===== config.mk =====
export PLATFORM = sky130hd
export DESIGN_NAME = pc_fetch_unit
export DESIGN_NICKNAME = d
export VERILOG_FILES = /design/src/rtl/otter_pkg.sv /design/src/rtl/pc_next_mux.sv /design/src/rtl/pc_fetch_unit.sv
export SDC_FILE = /design/constraint.sdc
export NUM_CORES = 1
export LEC_CHECK = 0
export CAP_MARGIN = 20
export CORE_AREA = 4 4 128 130
export DETAILED_ROUTE_END_ITERATION = 8
export DIE_AREA = 0 0 132 134
export MAX_ROUTING_LAYER = met4
export PLACE_DENSITY = 0.74
export SYNTH_ARGS = -nofsm -noshare
export SYNTH_HDL_FRONTEND = slang
export SYNTH_SLANG_ARGS = --single-unit

===== constraint.sdc =====
create_clock -name CLK -period 3.2 [get_ports CLK]
set_input_delay 0.48 -clock CLK [delete_from_list [all_inputs] [get_ports CLK]]
set_output_delay 0.48 -clock CLK [all_outputs]
set_load 0.03 [all_outputs]

===== src/rtl/otter_pkg.sv =====
// ============================================================================
// Module   : otter_pkg
// Brief    : Shared types and constants for the OTTER PC / fetch stage.
// Revision : 1.0
// ============================================================================
`default_nettype none

package otter_pkg;

    typedef enum logic [2:0] {
        SRC_PC4    = 3'd0,
        SRC_JALR   = 3'd1,
        SRC_BRANCH = 3'd2,
        SRC_JAL    = 3'd3,
        SRC_MTVEC  = 3'd4,
        SRC_MEPC   = 3'd5
    } pc_src_t;

    typedef enum logic [1:0] {
        IDLE  = 2'd0,
        FETCH = 2'd1,
        DONE  = 2'd2
    } fetch_state_t;

    localparam logic [31:0] PC_RESET_DEFAULT = 32'h0000_0000;
    localparam logic [31:0] INSTR_BYTES      = 32'd4;

    function automatic logic is_word_aligned(input logic [31:0] addr);
        return (addr[1:0] == 2'b00);
    endfunction

endpackage

`default_nettype wire


===== src/rtl/pc_next_mux.sv =====
// ============================================================================
// Module   : pc_next_mux
// Brief    : Next-PC source select with reserved-code and alignment flags.
// Revision : 1.0
// ============================================================================
`default_nettype none

module pc_next_mux
    import otter_pkg::*;
(
    input  logic [2:0]  pc_source,
    input  logic [31:0] pc_plus4,
    input  logic [31:0] jalr,
    input  logic [31:0] branch,
    input  logic [31:0] jal,
    input  logic [31:0] mtvec,
    input  logic [31:0] mepc,
    output logic [31:0] next_pc,
    output logic        src_valid,
    output logic        misalign
);

    // Only the branch-generator targets are alignment checked; trap vectors
    // and PC+4 are trusted.
    always_comb begin
        next_pc   = pc_plus4;
        src_valid = 1'b1;
        misalign  = 1'b0;
        case (pc_source)
            SRC_PC4:    next_pc = pc_plus4;
            SRC_JALR: begin
                next_pc  = jalr;
                misalign = !is_word_aligned(jalr);
            end
            SRC_BRANCH: begin
                next_pc  = branch;
                misalign = !is_word_aligned(branch);
            end
            SRC_JAL: begin
                next_pc  = jal;
                misalign = !is_word_aligned(jal);
            end
            SRC_MTVEC:  next_pc = mtvec;
            SRC_MEPC:   next_pc = mepc;
            default:    src_valid = 1'b0;
        endcase
    end

endmodule

`default_nettype wire


===== src/rtl/pc_fetch_unit.sv =====
// ============================================================================
// Module   : pc_fetch_unit
// Brief    : PC register, fetch FSM and instruction register for OTTER.
// Revision : 1.0
// ============================================================================
`default_nettype none

module pc_fetch_unit
    import otter_pkg::*;
#(
    parameter logic [31:0] RESET_VEC = PC_RESET_DEFAULT
) (
    input  logic        CLK,
    input  logic        RST,
    input  logic        PC_WRITE,
    input  logic [2:0]  PC_SOURCE,
    input  logic [31:0] JALR,
    input  logic [31:0] BRANCH,
    input  logic [31:0] JAL,
    input  logic [31:0] MTVEC,
    input  logic [31:0] MEPC,
    input  logic        FETCH_START,
    input  logic        IMEM_VALID,
    input  logic [31:0] IMEM_DOUT,
    output logic        IMEM_RD,
    output logic [31:0] IMEM_ADDR,
    output logic [31:0] PC,
    output logic [31:0] PC_PLUS4,
    output logic [31:0] IR,
    output logic        IR_VALID,
    output logic        MISALIGN,
    output logic        BUSY
);

    fetch_state_t state;
    logic [31:0]  pc_reg;
    logic [31:0]  ir_reg;
    logic         rd_reg;
    logic         busy_reg;
    logic         ir_valid_reg;
    logic         misalign_reg;

    logic [31:0]  next_pc;
    logic         src_valid;
    logic         target_misaligned;

    assign PC_PLUS4 = pc_reg + INSTR_BYTES;

    pc_next_mux u_pc_next_mux (
        .pc_source (PC_SOURCE),
        .pc_plus4  (PC_PLUS4),
        .jalr      (JALR),
        .branch    (BRANCH),
        .jal       (JAL),
        .mtvec     (MTVEC),
        .mepc      (MEPC),
        .next_pc   (next_pc),
        .src_valid (src_valid),
        .misalign  (target_misaligned)
    );

    // PC loads happen only in IDLE, so IMEM_ADDR never moves while a read is
    // outstanding; a same-cycle PC_WRITE and FETCH_START fetches the new PC.
    always_ff @(posedge CLK) begin
        if (RST) begin
            state        <= IDLE;
            pc_reg       <= RESET_VEC;
            ir_reg       <= 32'h0000_0000;
            rd_reg       <= 1'b0;
            busy_reg     <= 1'b0;
            ir_valid_reg <= 1'b0;
            misalign_reg <= 1'b0;
        end else begin
            misalign_reg <= 1'b0;
            case (state)
                IDLE: begin
                    if (PC_WRITE && src_valid) begin
                        if (target_misaligned) begin
                            misalign_reg <= 1'b1;
                        end else begin
                            pc_reg <= next_pc;
                        end
                    end
                    if (FETCH_START) begin
                        state    <= FETCH;
                        rd_reg   <= 1'b1;
                        busy_reg <= 1'b1;
                    end
                end
                FETCH: begin
                    if (IMEM_VALID) begin
                        ir_reg       <= IMEM_DOUT;
                        state        <= DONE;
                        rd_reg       <= 1'b0;
                        ir_valid_reg <= 1'b1;
                    end
                end
                DONE: begin
                    state        <= IDLE;
                    ir_valid_reg <= 1'b0;
                    busy_reg     <= 1'b0;
                end
                default: begin
                    state        <= IDLE;
                    rd_reg       <= 1'b0;
                    ir_valid_reg <= 1'b0;
                    busy_reg     <= 1'b0;
                end
            endcase
        end
    end

    assign PC        = pc_reg;
    assign IMEM_ADDR = pc_reg;
    assign IR        = ir_reg;
    assign IMEM_RD   = rd_reg;
    assign BUSY      = busy_reg;
    assign IR_VALID  = ir_valid_reg;
    assign MISALIGN  = misalign_reg;

endmodule

`default_nettype wire


==> impl_metrics.csv, run 1 <==
group,metric,value,unit
clock_tree,ctsHoldBuffers,0,
final_layout,drive_gt1_share,9.43,%
final_layout,nets,1196,
drt,drt_pass1_iterations,7,
floorplanning,dieArea,17700,sq um
logic_synthesis,synth_fp_nets,915,
logic_synthesis,synthCells,711,
power_and_ir_drop,power_per_cell_area,364,nW/um^2
drt,wl_met2,11300,um
logic_synthesis,ys_seq_area_share,26.1,%
placed_design,portBuffers,331,
drt,routed.top_layer,"met4",
power_and_ir_drop,ir_drop,0.000297,V
clock_tree,cts_buffer_depth,2,
drt,vias,6455,
logic_synthesis,synthFlopType,"dfxtp_1",
sta,setup_viol,0,
sta,slew_headroom,45.8,%
run_status,outcome,"finished clean",
sta,fin_crit_sh,95.8,%
power_and_ir_drop,p_leak,3.37,nW
drt,wl_per_cell,19.6,um
final_layout,syn_to_final_growth,66.0,%
critical_path,cp_data_required_time,2.72,ns
placed_design,place_inst,1168,
global_route,gr-total-overflow,0,
critical_path,path_class,"flip-flop to output port",
drt,viasPerCell,5.45,
floorplanning,die_w,132,um
logic_synthesis,syn_area,5380,sq um
clock_tree,clk_pin_slew,0.06,ns
logic_synthesis,synth_edf_count,0,
placed_design,gp_congestion,0.901,
clock_tree,cts_tree,"built",
sta,worstMarginPinSlew,0.812,ns
critical_path,cp_max_fo,6,
final_layout,final_cells,1185,
drt,wl_met3,2220,um
floorplanning,start_util,35.5,%
sta,slew_violations,0,
global_route,grt_pass1_vias,6244,
sta,holdWs,0.452,ns
floorplanning,die_h,134,um
drt,wl_met1,9160,um
logic_synthesis,async_flop_share,0,%
critical_path,setup.worst_path.end_class,"output port",
global_route,antenna_found_initial,0,
global_route,grt_pass1_wl,34700,um
placed_design,dp_hpwl,18200,um
drt,drc,0,
global_route,track_usage,25.5,%
placed_design,placed_area,8530,sq um
sta,finalClockSkew,0.0114,ns
global_route,grt_max_degree,40,
sta,fmax,0.326,GHz
drt,drt-initial-drc-count,478,
floorplanning,coreArea,15100,sq um
clock_tree,cts-root-buf,"clkbuf_16",
job,cap_violations,0,
sta,fin_crit,3.07,ns
clock_tree,htreeDepth,3,
final_layout,antenna_cells,0,
floorplanning,io_pins,332,
drt,ant_nets,0,
clock_tree,insertion_delay,0.34,ns
final_layout,final_cell_area,8920,sq um
clock_tree,cts.sinks,70,
logic_synthesis,yosys_warnings,0,
worst_hold_path,hp-class,"flip-flop to flip-flop",
logic_synthesis,ys_seq_elements,70,
logic_synthesis,yosysUniqueCellTypes,70,
critical_path,cp-start-kind,"flip-flop",
floorplanning,rows,45,
drt,wirelength,23200,um
critical_path,arrival,2.59,ns
logic_synthesis,avgSynthCellArea,7.56,sq um
sta,rsz0062_at_grt,"yes",
sta,hold_violations,0,
clock_tree,cts_buffers,9,
area by class of cell:
type | count | area, sq um
Clock buffer | 9 | 225
Clock inverter | 7 | 121
Fill cell | 1378 | 6220
Inverter | 15 | 56.3
Multi-Input combinational cell | 534 | 3370
Sequential cell | 70 | 1400
Tap cell | 188 | 235
Timing Repair Buffer | 362 | 3510
sequential cells by signal, indices dropped and copies added, names as in the netlist:
signal / cells
IMEM_ADDR: 32
IR: 32
BUSY: 1
IMEM_RD: 1
MISALIGN: 1
state: 2
IR_VALID: 1
repair_timing:
action / CTS / global route
endpoints found under the hold margin: 0 / 0
setup buffers: 1 / 0
pin swaps: 1 / 0
gates cloned: 0 / 0
resized for setup: 6 / 6
setup endpoints to repair: 6 / 6
synth_stat cells (3+ instances only):
cell	n	area (sq um)
clkbuf_1	25	93.8
o211ai_1	6	45.0
o31ai_1	5	37.5
nand2_1	116	435
buf_4	38	285
and3_1	7	43.8
a32oi_1	5	43.8
a31oi_1	10	62.6
o32ai_1	6	52.6
nor3_1	16	80.1
buf_1	3	11.3
a21o_1	4	30.0
a221o_1	4	40.0
mux2_2	8	90.1
nand2b_1	6	37.5
buf_6	5	56.3
nor4_1	4	25.0
nand3_1	25	125
mux2i_1	36	360
inv_1	13	48.8
o221ai_1	10	87.6
dfxtp_1	70	1400
a22oi_1	10	75.1
nor2_2	3	18.8
xnor2_1	18	158
ha_1	4	50.1
a222oi_1	5	50.1
a311oi_1	3	26.3
a211oi_1	11	82.6
nor2b_1	6	37.5
o21a_1	3	22.5
o21ai_0	28	140
buf_2	17	85.1
a221oi_1	4	35.0
nor2_1	47	176
o22ai_1	9	56.3
a21oi_1	69	345
clkbuf_8	3	41.3
xor2_1	8	70.1
final timing paths:
kind | startpoint | endpoint | slack [ns] | cells past startpoint
worst min-delay path | IR[25]$_SDFFE_PP0P_ | IR[25]$_SDFFE_PP0P_ | 0.45 | 2
worst max-delay path | IMEM_ADDR[2]$_SDFFE_PP0P_ | PC_PLUS4[12] | 0.13 | 6
worst max register to register | IMEM_ADDR[2]$_SDFFE_PP0P_ | IMEM_ADDR[28]$_SDFFE_PP0P_ | 0.96 | 8
worst min register to register | IR[25]$_SDFFE_PP0P_ | IR[25]$_SDFFE_PP0P_ | 0.45 | 2
stage by stage:
stage	TNS [ns]	util [%]	total power, mW	worst slack [ns]
floorplan	0	-	1.58	0.447
global placement	0	56.3	2.08	0.181
detailed placement	0	56.3	2.09	0.106
CTS	-0.0229	58.8	3.27	-0.0125
global route	-0.00670	58.9	3.37	-0.00670
finish	0	58.9	3.25	0.133
report_power, final:
| part | internal [mW] | switching, mW |
|---|---|---|
| clock | 0.765 | 0.407 |
| combinational | 0.531 | 0.569 |
| sequential | 0.916 | 0.0579 |
| total | 2.21 | 1.03 |
kinds of logic after synthesis:
group	Yosys count	synth area share, %
muxes	44	8.38
xor gates and xnor gates	26	4.24
DFF	70	26.1
and+or+nand+nor	257	23.2
AOI/OAI and AO/OA	203	25.3
buffers and inverters	107	11.8
adders and majority gates	4	0.931
layer usage:
metal / vias up / global-route usage, %
li1: 3097 / -
met1: 2970 / 28.8
met2: 347 / 43.4
met4: 0 / 7.93
met3: 41 / 8.03
met5: - / -
critical path, cell delays in order, from the launching register on:
cell and delay, ns:
dfxtp_1 0.48, ha_2 0.30, nand3_2 0.18, nor2_2 0.29
nand3_1 0.15, xnor2_1 0.15, clkdlybuf4s50_1 0.70
cell usage in the layout, fill, tap and decap left out, types with 6 or more instances in the layout:
cell type / synthesis / final
inv_1: 13 / 13
clkdlybuf4s50_1: 0 / 312
o211ai_1: 6 / 6
a31oi_1: 10 / 10
and3_1: 7 / 7
a21oi_1: 69 / 69
xnor2_1: 18 / 18
nand3_1: 25 / 24
clkbuf_16: 0 / 9
xor2_1: 8 / 8
o21ai_0: 28 / 28
a22oi_1: 10 / 10
nor3_1: 16 / 16
mux2_2: 8 / 8
nor2_1: 47 / 45
nand2b_1: 6 / 6
o22ai_1: 9 / 9
o221ai_1: 10 / 10
buf_4: 38 / 41
a211oi_1: 11 / 11
o32ai_1: 6 / 6
nand2_1: 116 / 116
mux2i_1: 36 / 36
dfxtp_1: 70 / 70
Power figures use the tool's default switching activity.
==> inputs of run 2 (changes only) <==
--- a/config.mk
+++ b/config.mk
@@ -6,11 +6,11 @@
 export NUM_CORES = 1
 export LEC_CHECK = 0
 export CAP_MARGIN = 20
-export CORE_AREA = 4 4 128 130
+export CORE_AREA = 2 2 130 132
 export DETAILED_ROUTE_END_ITERATION = 8
 export DIE_AREA = 0 0 132 134
 export MAX_ROUTING_LAYER = met4
-export PLACE_DENSITY = 0.74
+export PLACE_DENSITY = 0.7
 export SYNTH_ARGS = -nofsm -noshare
 export SYNTH_HDL_FRONTEND = slang
 export SYNTH_SLANG_ARGS = --single-unit
==> impl_metrics.csv, run 2 (synthesis results as in run 1) <==
group,metric,value,unit
clock_tree,cts.sinks,70,
clock_tree,htreeDepth,3,
floorplanning,dieArea,17700,sq um
critical_path,cp-start-kind,"flip-flop",
critical_path,cp_max_fo,6,
sta,finalWorstSetupSlack,0.134,ns
power_and_ir_drop,p_leak,3.39,nW
placed_design,dp_hpwl,18300,um
floorplanning,io_pins,332,
critical_path,r2r_setup_slack,0.94,ns
critical_path,path_cells,"ha_1 > nand3_1 > nor2_4 > nand3_1 > xnor2_1 > clkdlybuf4s50_1",
job,cap_violations,0,
global_route,track_usage,26.1,%
critical_path,cp_data_required_time,2.72,ns
sta,fin_crit,3.07,ns
critical_path,cpMostUsedCell,"nand3_1",
final_layout,fin_util,55.0,%
sta,hold_violations,0,
final_layout,nets,1202,
clock_tree,cts-root-buf,"clkbuf_16",
sta,fin_crit_sh,95.8,%
sta,rsz0062_at_grt,"yes",
sta,slew_headroom,29.0,%
final_layout,final_common_cell,"clkdlybuf4s50_1",
sta,fmax,0.326,GHz
global_route,grt_max_degree,37,
global_route,gr-total-overflow,0,
global_route,grt_pass1_vias,6344,
drt,viasPerCell,5.32,
run_status,outcome,"finished clean",
sta,slew_violations,0,
drt,vias,6509,
power_and_ir_drop,ir_drop,0.000220,V
drt,drt_pass1_iterations,5,
drt,wl_per_cell,19.2,um
power_and_ir_drop,power_per_cell_area,347,nW/um^2
clock_tree,cts_buffers,9,
global_route,grt_pass1_wl,35300,um
critical_path,arrival,2.59,ns
drt,drc,0,
clock_tree,ctsHoldBuffers,0,
floorplanning,rows,47,
drt,ant_nets,0,
sta,worstMarginPinSlew,1.06,ns
clock_tree,cts_tree,"built",
sta,setup_viol,0,
final_layout,final_cell_mix,"314 x clkdlybuf4s50_1, 116 x nand2_1, 70 x dfxtp_1",
final_layout,drive_gt1_share,9.47,%
global_route,antenna_found_initial,1,
final_layout,syn_to_final_growth,66.7,%
floorplanning,start_util,33.0,%
sta,finalClockSkew,0.00803,ns
drt,drt-initial-drc-count,494,
critical_path,cpPeakStageDelay,0.70,ns
critical_path,setup.worst_path.end_class,"output port",
worst_hold_path,hp-class,"flip-flop to flip-flop",
clock_tree,cts_buffer_depth,2,
critical_path,path_class,"flip-flop to output port",
floorplanning,coreArea,16300,sq um
critical_path,crit_slowest_cell,"clkdlybuf4s50_1",
final_layout,fillerInstances,1571,
clock_tree,insertion_delay,0.34,ns
clock_tree,clk_pin_slew,0.06,ns
floorplanning,die_h,134,um
placed_design,gp_congestion,0.928,
placed_design,portBuffers,331,
floorplanning,die_w,132,um
placed_design,post-place-ws,0.315,ns
drt,wirelength,23500,um
-- run 2: cell types whose count changed in the layout (fill, tap and decap cells not counted), sizes merged, moves of 2 or more --
cell / previous run / this run
buf: 44 / 49
bufinv: 3 / 1
clkdlybuf4s50: 312 / 314
clkinv: 5 / 7
dlygate4sd2: 3 / 0
dlymetal6s2s: 3 / 5
-- run 2: layout make-up --
type	count	area, sq um	share of cell area (%)
antenna	1	2.50	0.0279
clock buffer	10	229	2.55
clock inverter	6	62.6	0.698
inverter	15	56.3	0.628
multi-input combinational	534	3360	37.5
sequential	70	1400	15.6
tap	220	275	3.07
timing repair buffer	368	3580	39.9
-- run 2: what timing repair did --
action	CTS	global route
setup endpoints to repair	4	7
resized for setup	1	7
buffers inserted	1	0
hold endpoints to repair	0	0
pin swaps	1	0
-- run 2: power breakdown --
part,internal (mW),switching (mW),total (mW),leakage (nW)
clock,0.603,0.419,1.02,0.146
sequential,0.916,0.0526,0.969,0.569
combinational,0.541,0.580,1.12,2.68
total,2.06,1.05,3.11,3.39
-- run 2: routing by layer --
layer  wire (um)  share of wire, %  global-route usage (%)  up-vias
li1            -                 -                       -     3102
met2       11400                48                    43.6      345
met4         424               1.8                    7.43        0
met5           0                 0                       -        -
met3        2020               8.6                    5.90       27
met1        9740                41                    31.7     3035
-- run 2: path summary, 6_finish.rpt --
path,start,endpoint,cells after the start
worst max register to register,IMEM_ADDR[2]$_SDFFE_PP0P_,IMEM_ADDR[28]$_SDFFE_PP0P_,8
worst min register to register,IR[26]$_SDFFE_PP0P_,IR[26]$_SDFFE_PP0P_,2
worst max-delay path,IMEM_ADDR[2]$_SDFFE_PP0P_,PC_PLUS4[14],6
worst min-delay path,IR[26]$_SDFFE_PP0P_,IR[26]$_SDFFE_PP0P_,2
-- run 2: stage by stage --
stage               area [sq um]  hold slack, ns  TNS (ns)  cells  total power [mW]
floorplan                   5380           0.484         0    711              1.58
global placement            8630           0.441         0   1206              2.10
detailed placement          8630           0.447         0   1206              2.11
CTS                         8940           0.454         0   1223              3.13
global route                8960           0.469  -0.00163   1224              3.23
finish                      8960           0.451         0   1224              3.11
-- run 2: worst max-delay path, delay by kind of cell (launching register included) --
| family | cells | cell delay [ns] |
|---|---|---|
| adder cells (fa/ha/maj) | 1 | 0.22 |
| flip-flops | 1 | 0.47 |
| buffers and inverters | 1 | 0.70 |
| AND/OR/NAND/NOR | 3 | 0.66 |
| XOR/XNOR | 1 | 0.19 |
